[config.mk]
export PLATFORM = sky130hd
export DESIGN_NAME = kim_counter_ctrl_flat
export DESIGN_NICKNAME = d
export VERILOG_FILES = /design/src/rtl/kim_counter_pkg.sv /design/src/rtl/kim_counter_ctrl_if.sv /design/src/rtl/kim_counter_ctrl.sv /design/src/flat_wrapper.sv
export SDC_FILE = /design/constraint.sdc
export NUM_CORES = 1
export LEC_CHECK = 0
export ABC_AREA = 1
export CORE_MARGIN = 4
export CORE_UTILIZATION = 41
export CTS_CLUSTER_SIZE = 20
export DETAILED_ROUTE_END_ITERATION = 8
export HOLD_SLACK_MARGIN = 0.1
export PLACE_DENSITY = 0.84
export SYNTH_ARGS = -nofsm -noshare
export SYNTH_HDL_FRONTEND = slang
export SYNTH_SLANG_ARGS = --single-unit
[constraint.sdc]
create_clock -name clk -period 1.5 [get_ports clk]
set_input_delay 0.15 -clock clk [delete_from_list [all_inputs] [get_ports clk]]
set_output_delay 0.15 -clock clk [all_outputs]
set_load 0.1 [all_outputs]
[src/rtl/kim_counter_pkg.sv]
`default_nettype none
// ============================================================================
// Module      : kim_counter_pkg
// Description : Shared state encoding and default widths for the counter
//               control stage.
// Revision    : 1.0 - initial release
// ============================================================================
package kim_counter_pkg;

    localparam int CNT_DATA_WIDTH_DEF = 7;
    localparam int PERIOD_W_DEF       = 8;

    typedef enum logic [1:0] {
        IDLE  = 2'd0,
        CLEAR = 2'd1,
        RUN   = 2'd2
    } state_t;

endpackage
`default_nettype wire

[src/rtl/kim_counter_ctrl_if.sv]
`default_nettype none
// ============================================================================
// Module      : kim_counter_ctrl_if
// Description : Command/status and counter-side signal bundle of the counter
//               control stage. The slave modport is the controller's view.
// Revision    : 1.0 - initial release
// ============================================================================
interface kim_counter_ctrl_if #(
    parameter int CNT_DATA_WIDTH = kim_counter_pkg::CNT_DATA_WIDTH_DEF,
    parameter int PERIOD_W       = kim_counter_pkg::PERIOD_W_DEF
);
    logic                      start;
    logic                      stop;
    logic                      pause;
    logic                      mode_repeat;
    logic [CNT_DATA_WIDTH-1:0] tc_val;
    logic [CNT_DATA_WIDTH-1:0] cnt;
    logic                      cnt_en;
    logic                      init_cnt;
    logic                      busy;
    logic                      done;
    logic [PERIOD_W-1:0]       period_cnt;

    modport master (
        output start, stop, pause, mode_repeat, tc_val, cnt,
        input  cnt_en, init_cnt, busy, done, period_cnt
    );

    modport slave (
        input  start, stop, pause, mode_repeat, tc_val, cnt,
        output cnt_en, init_cnt, busy, done, period_cnt
    );
endinterface
`default_nettype wire

[src/rtl/kim_counter_ctrl.sv]
`default_nettype none
// ============================================================================
// Module      : kim_counter_ctrl
// Description : One-shot / periodic timer control for the downstream
//               enable/clear counter. Optional completed-period counter is
//               enabled with macro KIM_COUNTER_CTRL_PERIOD_CNT_EN.
// Revision    : 1.0 - initial release
// ============================================================================
module kim_counter_ctrl #(
    parameter int CNT_DATA_WIDTH = kim_counter_pkg::CNT_DATA_WIDTH_DEF,
    parameter int PERIOD_W       = kim_counter_pkg::PERIOD_W_DEF
) (
    input  wire              clk,
    input  wire              rst_n,
    kim_counter_ctrl_if.slave bus
);
    import kim_counter_pkg::*;

    state_t                    r_state;
    logic [CNT_DATA_WIDTH-1:0] r_tc_q;
    logic                      r_mode_q;
    logic                      r_done;

    logic w_term;
    logic w_accept;
    logic w_done_set;
    logic w_cnt_en;
    logic w_init_cnt;

    assign w_term     = (bus.cnt == r_tc_q);
    assign w_accept   = (r_state == IDLE) && bus.start && !bus.stop;
    assign w_done_set = (r_state == RUN) && !bus.stop && !bus.pause && w_term;

    // Counter controls are decoded in the same cycle so the counter reacts
    // to the terminal count without an extra cycle of slip.
    always_comb begin
        w_cnt_en   = 1'b0;
        w_init_cnt = 1'b0;
        case (r_state)
            CLEAR: begin
                w_cnt_en   = 1'b1;
                w_init_cnt = 1'b1;
            end
            RUN: begin
                if (bus.stop) begin
                    w_cnt_en   = 1'b1;
                    w_init_cnt = 1'b1;
                end else if (bus.pause) begin
                    w_cnt_en   = 1'b0;
                    w_init_cnt = 1'b0;
                end else begin
                    w_cnt_en   = 1'b1;
                    w_init_cnt = w_term;
                end
            end
            default: begin
                w_cnt_en   = 1'b0;
                w_init_cnt = 1'b0;
            end
        endcase
    end

    always_ff @(posedge clk) begin
        if (!rst_n) begin
            r_state  <= IDLE;
            r_tc_q   <= '0;
            r_mode_q <= 1'b0;
            r_done   <= 1'b0;
        end else begin
            r_done <= w_done_set;
            case (r_state)
                IDLE: begin
                    if (w_accept) begin
                        r_tc_q   <= bus.tc_val;
                        r_mode_q <= bus.mode_repeat;
                        r_state  <= CLEAR;
                    end
                end
                CLEAR: begin
                    r_state <= bus.stop ? IDLE : RUN;
                end
                RUN: begin
                    if (bus.stop) begin
                        r_state <= IDLE;
                    end else if (!bus.pause && w_term && !r_mode_q) begin
                        r_state <= IDLE;
                    end
                end
                default: begin
                    r_state <= IDLE;
                end
            endcase
        end
    end

`ifdef KIM_COUNTER_CTRL_PERIOD_CNT_EN
    logic [PERIOD_W-1:0] r_period_cnt;

    // Steps together with done so the count already includes the pending pulse.
    always_ff @(posedge clk) begin
        if (!rst_n) begin
            r_period_cnt <= '0;
        end else if (w_accept) begin
            r_period_cnt <= '0;
        end else if (w_done_set && (r_period_cnt != {PERIOD_W{1'b1}})) begin
            r_period_cnt <= r_period_cnt + 1'b1;
        end
    end

    assign bus.period_cnt = r_period_cnt;
`else
    assign bus.period_cnt = {PERIOD_W{1'b0}};
`endif

    assign bus.cnt_en   = w_cnt_en;
    assign bus.init_cnt = w_init_cnt;
    assign bus.busy     = (r_state != IDLE);
    assign bus.done     = r_done;

endmodule
`default_nettype wire

[src/flat_wrapper.sv]
// flat-port wrapper written by rule: the top's interface ports become plain ports
module kim_counter_ctrl_flat import kim_counter_pkg::*;
#(
    parameter int CNT_DATA_WIDTH = kim_counter_pkg::CNT_DATA_WIDTH_DEF,
    parameter int PERIOD_W       = kim_counter_pkg::PERIOD_W_DEF
)
  (clk, rst_n, bus_start, bus_stop, bus_pause, bus_mode_repeat, bus_tc_val, bus_cnt, bus_cnt_en, bus_init_cnt, bus_busy, bus_done, bus_period_cnt);
  kim_counter_ctrl_if #(.CNT_DATA_WIDTH(CNT_DATA_WIDTH), .PERIOD_W(PERIOD_W)) bus_i ();
  input  wire clk;
  input  wire rst_n;
  input wire logic [$bits(bus_i.start)-1:0] bus_start;
  input wire logic [$bits(bus_i.stop)-1:0] bus_stop;
  input wire logic [$bits(bus_i.pause)-1:0] bus_pause;
  input wire logic [$bits(bus_i.mode_repeat)-1:0] bus_mode_repeat;
  input wire logic [$bits(bus_i.tc_val)-1:0] bus_tc_val;
  input wire logic [$bits(bus_i.cnt)-1:0] bus_cnt;
  output wire logic [$bits(bus_i.cnt_en)-1:0] bus_cnt_en;
  output wire logic [$bits(bus_i.init_cnt)-1:0] bus_init_cnt;
  output wire logic [$bits(bus_i.busy)-1:0] bus_busy;
  output wire logic [$bits(bus_i.done)-1:0] bus_done;
  output wire logic [$bits(bus_i.period_cnt)-1:0] bus_period_cnt;
  assign bus_i.start = bus_start;
  assign bus_i.stop = bus_stop;
  assign bus_i.pause = bus_pause;
  assign bus_i.mode_repeat = bus_mode_repeat;
  assign bus_i.tc_val = bus_tc_val;
  assign bus_i.cnt = bus_cnt;
  assign bus_cnt_en = bus_i.cnt_en;
  assign bus_init_cnt = bus_i.init_cnt;
  assign bus_busy = bus_i.busy;
  assign bus_done = bus_i.done;
  assign bus_period_cnt = bus_i.period_cnt;
  kim_counter_ctrl #(.CNT_DATA_WIDTH(CNT_DATA_WIDTH), .PERIOD_W(PERIOD_W)) u_core (.clk(clk), .rst_n(rst_n), .bus(bus_i));
endmodule
==> reports/summary.txt, run 1 <==
outcome: finished with violations
failing checks: setup timing
sequential area share after synthesis: 0.288
clock group share of total power: 0.110
Horiz. Die Dim: 51.2 um
dpl ws: -208 ps
Clk Latency, worst-skew pair: 270 ps
Yosys top cell by area: dfxtp_1
Clk pin slew, worst setup/hold paths: 70 ps
Comb power frac: 0.662
maximum vdd drop: 1260 uV
drt pass-1 iters: 4
drt drc: 0
syn_area_per_cell: 6.59 um2
Global Route Usage Sum: 0.129
top_reg_cell synth: dfxtp_1
Mapped Cells: 116
Row Count: 15
Vias: 729
die height: 51.2 um
placed cell areas: 0.00105 mm2
nets@finish: 169
Flop pwr share: 0.228
drt via density: 4.31
Hold Crit Class: primary input to flop
First DRT Iteration DRCs: 5
Port Buf Inserts: 23
static leakage: 0.532 nW
Avg WL per Cell: 9.70 um
first-pass GRT wire length: 2570 um
clock tree buffer depth: 2
area share of the largest cell type after synthesis: 0.288
Fin Hold WS: 386 ps
PD cells: 1610 mW/mm2
Detail Route Antenna Nets: 0
Max Clock Skew: 0.521 ps
internal power: 0.000911 W
switching power: 0.000935 W
Netlist Area Pre-Place: 764 um2
Yosys warning count: 0
Critical Path RT: 1350 ps
fraction of layout cells with a size suffix above 1: 0.278
CTS tree: built
final setup TNS: -145 ps
starting density of the core: 0.438
Worst Path Arrival: 1490 ps
crit path max fanout: 2
synth top area cells: dfxtp_1 (29%), nand2_1 (14%), inv_1 (9.8%)
CTS root buf: clkbuf_4
reg2reg setup slack: 180 ps
number of global-route vias before repair: 675
Max-Cap Viols: 0
Antenna diodes: 0
initial antenna violation count: 0
Post-Route WL: 1640 um
final period utilization: 1.10
Crit. End Element: output port
placer's final routability congestion estimate: 0.759
Min Clock Period, post-route: 1640 ps
CP startpoint kind: primary input
Top Ports: 32
RSZ-0062 raised after global routing: true
Num Clock Sinks: 11
H-tree levels: 1
P&R area growth vs syn: 50.4%
Fin. Hold Viols: 0
Max Freq: 608 MHz
final number of setup-violating endpoints: 1
total CTS buffers: 3
hpwl dp: 1310 um
Setup WS post-layout: -145 ps
Async SR Flop Fraction: 0
Synth cell types: 19
max-slew violations: 0
number of flops mapped to enable cells by yosys: 0
Synth Register Bits: 11
largest net degree at the start of global routing: 12
Core ar.: 0.00175 mm2
Core Util, Final: 0.659
design area: 0.00115 mm2
top-count cell post-synth: nand2_1
Switching Fraction: 0.507
critical path class: primary input to output port
Die ar.: 0.00262 mm2
grt ovf: 0
Post-synth top cells: nand2_1 (28), inv_1 (20), a21oi_1 (12), dfxtp_1 (11), buf_4 (8)
==> registers in the layout, indices dropped and copies added (netlist names) <==
name and flops:
u_core.r_tc_q 7, u_core.r_state 2, u_core.bus.done 1, u_core.r_mode_q 1
==> metal layers <==
layer	share of wire	global-route usage	vias to the layer above
li1	-	-	389
met1	0.40	0.139	315
met2	0.52	0.230	23
met3	0.081	0.0583	2
met4	0.0055	0.0269	0
met5	0	0	-
==> placed cells by master (no fill, tap or decap), types with 3 or more instances in the layout <==
master           instances
buf_12                   4
clkdlybuf4s50_1         17
dfxtp_1                  8
buf_4                    4
nand2_1                 25
ha_4                     3
conb_1                   8
clkbuf_4                 3
nand2_2                  7
inv_2                    6
inv_1                   16
nand3_1                  3
inv_4                    3
nor2_1                   5
a21oi_1                 10
o21ai_0                  6
==> what timing repair did <==
action / in CTS / in global routing
resized for setup: 12 / 10
endpoints found under the setup margin: 2 / 2
hold buffers: 0 / 0
pin swaps: 5 / 3
buffers inserted: 1 / 0
==> critical path, cell delays in order <==
cell             delay, ps
clkdlybuf4s50_1        480
inv_1                   40
nand2_1                 50
nand3_1                 90
nor2_2                 160
nand2_2                 70
nand2_2                 60
nand2_2                 60
a21oi_4                140
buf_12                 190
==> power by group through the flow <==
stage	logic [W]	registers [W]	clock network, W
4_1_cts	0.00117	0.000394	0.000212
3_5_place_dp	0.00111	0.000392	0
6_report	0.00122	0.000421	0.000203
2_1_floorplan	0.000806	0.000386	0
5_1_grt	0.00128	0.000431	0.000231
3_3_place_gp	0.00108	0.000389	0
==> cells by family after synthesis <==
| group | after synthesis | synth area share |
|---|---|---|
| AOI/OAI and AO/OA | 20 | 0.131 |
| adders and majority gates | 4 | 0.0655 |
| buffers and inverters | 35 | 0.232 |
| DFF | 11 | 0.288 |
| other | 1 | 0.00491 |
| and+or+nand+nor | 45 | 0.278 |
==> path summary, 6_finish.rpt <==
| check | start | end | cells past startpoint |
|---|---|---|---|
| worst max-delay path | bus_cnt[0] | bus_init_cnt | 10 |
| worst min-delay path | bus_cnt[3] | u_core.bus.done | 8 |
| worst min register to register | u_core.r_tc_q[1] | u_core.r_tc_q[1] | 2 |
| worst max register to register | u_core.r_tc_q[5] | u_core.r_state[1] | 11 |
==> area by class of cell <==
cell class | instances | area, um2
multi-input combinational | 77 | 460
sequential | 11 | 229
tap | 25 | 31.3
inverter | 25 | 101
clock buffer | 4 | 26.3
fill | 154 | 596
timing repair buffer | 27 | 302
==> stage by stage <==
step,power (W),instances
3_5_place_dp,0.00150,164
2_1_floorplan,0.00119,123
6_report,0.00185,169
4_1_cts,0.00177,169
3_3_place_gp,0.00147,164
5_1_grt,0.00195,169
No activity file was read; power rests on OpenSTA's default activity.
==> run 2: changes to the inputs <==
--- a/config.mk
+++ b/config.mk
@@ -6,12 +6,14 @@
 export NUM_CORES = 1
 export LEC_CHECK = 0
 export ABC_AREA = 1
+export CELL_PAD_IN_SITES_DETAIL_PLACEMENT = 0
+export CELL_PAD_IN_SITES_GLOBAL_PLACEMENT = 1
 export CORE_MARGIN = 4
-export CORE_UTILIZATION = 41
+export CORE_UTILIZATION = 28
 export CTS_CLUSTER_SIZE = 20
 export DETAILED_ROUTE_END_ITERATION = 8
 export HOLD_SLACK_MARGIN = 0.1
-export PLACE_DENSITY = 0.84
+export PLACE_DENSITY = 0.85
 export SYNTH_ARGS = -nofsm -noshare
 export SYNTH_HDL_FRONTEND = slang
 export SYNTH_SLANG_ARGS = --single-unit
==> run 2 against run 1 <==
Net effect: the run still ends with setup timing left; utilization is 22 points lower; highest routed layer is now met3; worst setup slack gained 11 ps; sequential cell count is the same; power is 2.8% lower; critical path depth unchanged; global-route usage decreased by 3.6 points; count of clock-buffer cells in the layout did not move; clock power hardly changed; largest cell class unchanged; cell area is 2.1% lower; critical endpoint unchanged; die area grew 39%; first-iteration DRC count grew to 6.2 times the previous value; register-to-register slack improved by 70 ps.
==> reports/summary.txt, run 2 (synthesis results as in run 1) <==
RSZ-0062 raised after global routing: true (unchanged)
final period utilization: 1.09 (was 1.10)
FF-to-FF End: u_core.r_state[1] (unchanged)
Crit Reg-Reg Startpoint: u_core.r_tc_q[5] (unchanged)
Min Clock Period, post-route: 1630 ps (was 1640 ps)
static leakage: 0.520 nW (was 0.532 nW)
placed cell areas: 0.00106 mm2 (was 0.00105 mm2)
nets@finish: 168 (was 169)
Largest regs: u_core.r_tc_q (7), u_core.r_state (2) (unchanged)
Num Clock Sinks: 11 (unchanged)
number of global-route vias before repair: 663 (was 675)
initial antenna violation count: 0 (unchanged)
Detail Route Antenna Nets: 0 (unchanged)
met2 WL: 847 um (unchanged)
drt pass-1 iters: 4 (unchanged)
drt drc: 0 (unchanged)
CP Launch Point: bus_cnt[2] (was bus_cnt[0])
Worst Path Arrival: 1480 ps (was 1490 ps)
most common cell after layout, fill and taps aside: nand2_1 (unchanged)
most frequent cells in the layout: nand2_1 (25), clkdlybuf4s50_1 (17), inv_1 (16), a21oi_1 (10) (unchanged)
design area: 0.00113 mm2 (was 0.00115 mm2)
internal power: 0.000880 W (was 0.000911 W)
HP Start: u_core.r_tc_q[1] (was bus_cnt[3])
Global Route Usage Sum: 0.0929 (was 0.129)
CTS root buf: clkbuf_4 (unchanged)
Clk pin slew, worst setup/hold paths: 70 ps (about the same)
PD cells: 1590 mW/mm2 (was 1610 mW/mm2)
failing checks: setup timing (unchanged)
Horiz. Die Dim: 60.3 um (was 51.2 um)
Fin Hold WS: 462 ps (was 386 ps)
outcome: finished with violations (unchanged)
H-tree levels: 1 (unchanged)
CTS tree: built (unchanged)
Die ar.: 0.00363 mm2 (was 0.00262 mm2)
placer's final routability congestion estimate: 0.704 (was 0.759)
reg2reg path depth: 11 (unchanged)
Clk Latency, worst-skew pair: 260 ps (was 270 ps)
met3 WL: 136 um (was 133 um)
met1 wire length: 703 um (was 650 um)
# Post-CTS Setup Buffers: 0 (was 1)
Vias: 724 (was 729)
crit path max fanout: 2 (unchanged)
total CTS buffers: 3 (unchanged)
end of the worst hold path: u_core.r_tc_q[1] (was u_core.bus.done)
Critical Path RT: 1350 ps (about the same)
final number of setup-violating endpoints: 1 (unchanged)
grt ovf: 0 (unchanged)
Comb power frac: 0.661 (was 0.662)
maximum vdd drop: 967 uV (was 1260 uV)
largest net degree at the start of global routing: 17 (was 12)
Core ar.: 0.00254 mm2 (was 0.00175 mm2)
Max-Cap Viols: 0 (unchanged)
max-slew violations: 0 (unchanged)
number of flip-flops under the largest register name: 7 (unchanged)
Antenna diodes: 0 (unchanged)
Post-Route WL: 1690 um (was 1640 um)
Hold Crit Class: flop to flop (was primary input to flop)
critical path class: primary input to output port (unchanged)
CP startpoint kind: primary input (unchanged)
drt via density: 4.18 (was 4.31)
hpwl dp: 1290 um (was 1310 um)
Port Buf Inserts: 23 (unchanged)
clock group share of total power: 0.114 (was 0.110)
total power: 0.00180 W (was 0.00185 W)
top sig layer: met3 (was met4)
fraction of layout cells with a size suffix above 1: 0.266 (was 0.278)
number of cells on the worst hold path: 2 (was 8)
First DRT Iteration DRCs: 31 (was 5)
Crit. End Element: output port (unchanged)
reg2reg setup slack: 250 ps (was 180 ps)
first-pass GRT wire length: 2610 um (was 2570 um)
Setup WS post-layout: -133 ps (was -145 ps)
Post-Place Cells: 169 (was 164)
P&R area growth vs syn: 47.3% (was 50.4%)
Fin. Hold Viols: 0 (unchanged)
Top Ports: 32 (unchanged)
clock tree buffer depth: 2 (unchanged)
dpl ws: -174 ps (was -208 ps)
Max Freq: 612 MHz (was 608 MHz)
Switching Fraction: 0.510 (was 0.507)
starting density of the core: 0.300 (was 0.438)
Flop pwr share: 0.225 (was 0.228)
Row Count: 18 (was 15)
# fillers: 261 (was 154)
Top reg by flops: u_core.r_tc_q (unchanged)
Avg WL per Cell: 9.75 um (was 9.70 um)
cts hold-fix bufs: 0 (unchanged)
die height: 60.3 um (was 51.2 um)
final std cells w/o fill: 173 (was 169)
switching power: 0.000915 W (was 0.000935 W)
Max Clock Skew: 0.879 ps (was 0.521 ps)
==> run 2: changes by cell type in the layout (fill, tap and decap cells not counted), sizes merged <==
cell          change
dlygate4sd2       +1
buf               -1
dlymetal6s2s      -1
==> run 2: final cells by class <==
type                            count  area [um2]  share of cell area
Sequential cell                    11         225               0.200
Multi-Input combinational cell     77         453               0.402
Inverter                           25        93.8              0.0833
Timing Repair Buffer               26         290               0.258
Clock buffer                        4        26.3              0.0233
Tap cell                           30        37.5              0.0333
==> run 2: worst max path at each step <==
stage,depth (start not counted),endpoint
final,10,bus_init_cnt
after global placement,10,bus_init_cnt
after floorplan,10,bus_init_cnt
after CTS,10,bus_init_cnt
after detailed placement,12,bus_init_cnt
after global routing,10,bus_init_cnt
==> run 2: worst max-delay path, stage by stage <==
cell	delay, ps
clkdlybuf4s50_1	490
inv_1	40
nand2_1	60
nand3_2	70
nor2_2	150
nand2_2	80
nand2_2	60
nand2_2	60
a21oi_4	140
buf_12	190
==> run 2: what timing repair did <==
action                                  in CTS  in global routing
gates cloned                                 0                  0
pin swaps                                    1                  0
resized for setup                           10                  6
endpoints found under the setup margin       2                  2
==> run 2: power by group through the flow <==
stage                     Clock (W)  Sequential, W  Combinational, W
final                      0.000204       0.000404           0.00119
after CTS                  0.000210       0.000393           0.00112
after floorplan                   0       0.000386          0.000806
after global placement            0       0.000391           0.00108
after global routing       0.000218       0.000410           0.00128
after detailed placement          0       0.000393           0.00110
==> run 2: metal layers <==
metal	GRT usage	up-vias
met2	0.153	19
met4	0.0285	0
met1	0.115	318
met3	0.0281	0
li1	-	387
met5	0	-
==> run 2: through the flow <==
step,util,setup TNS (ps)
global route,0.442,-273
floorplan,-,-38.4
finish,0.442,-133
CTS,0.432,-150
global placement,0.416,-168
detailed placement,0.416,-210
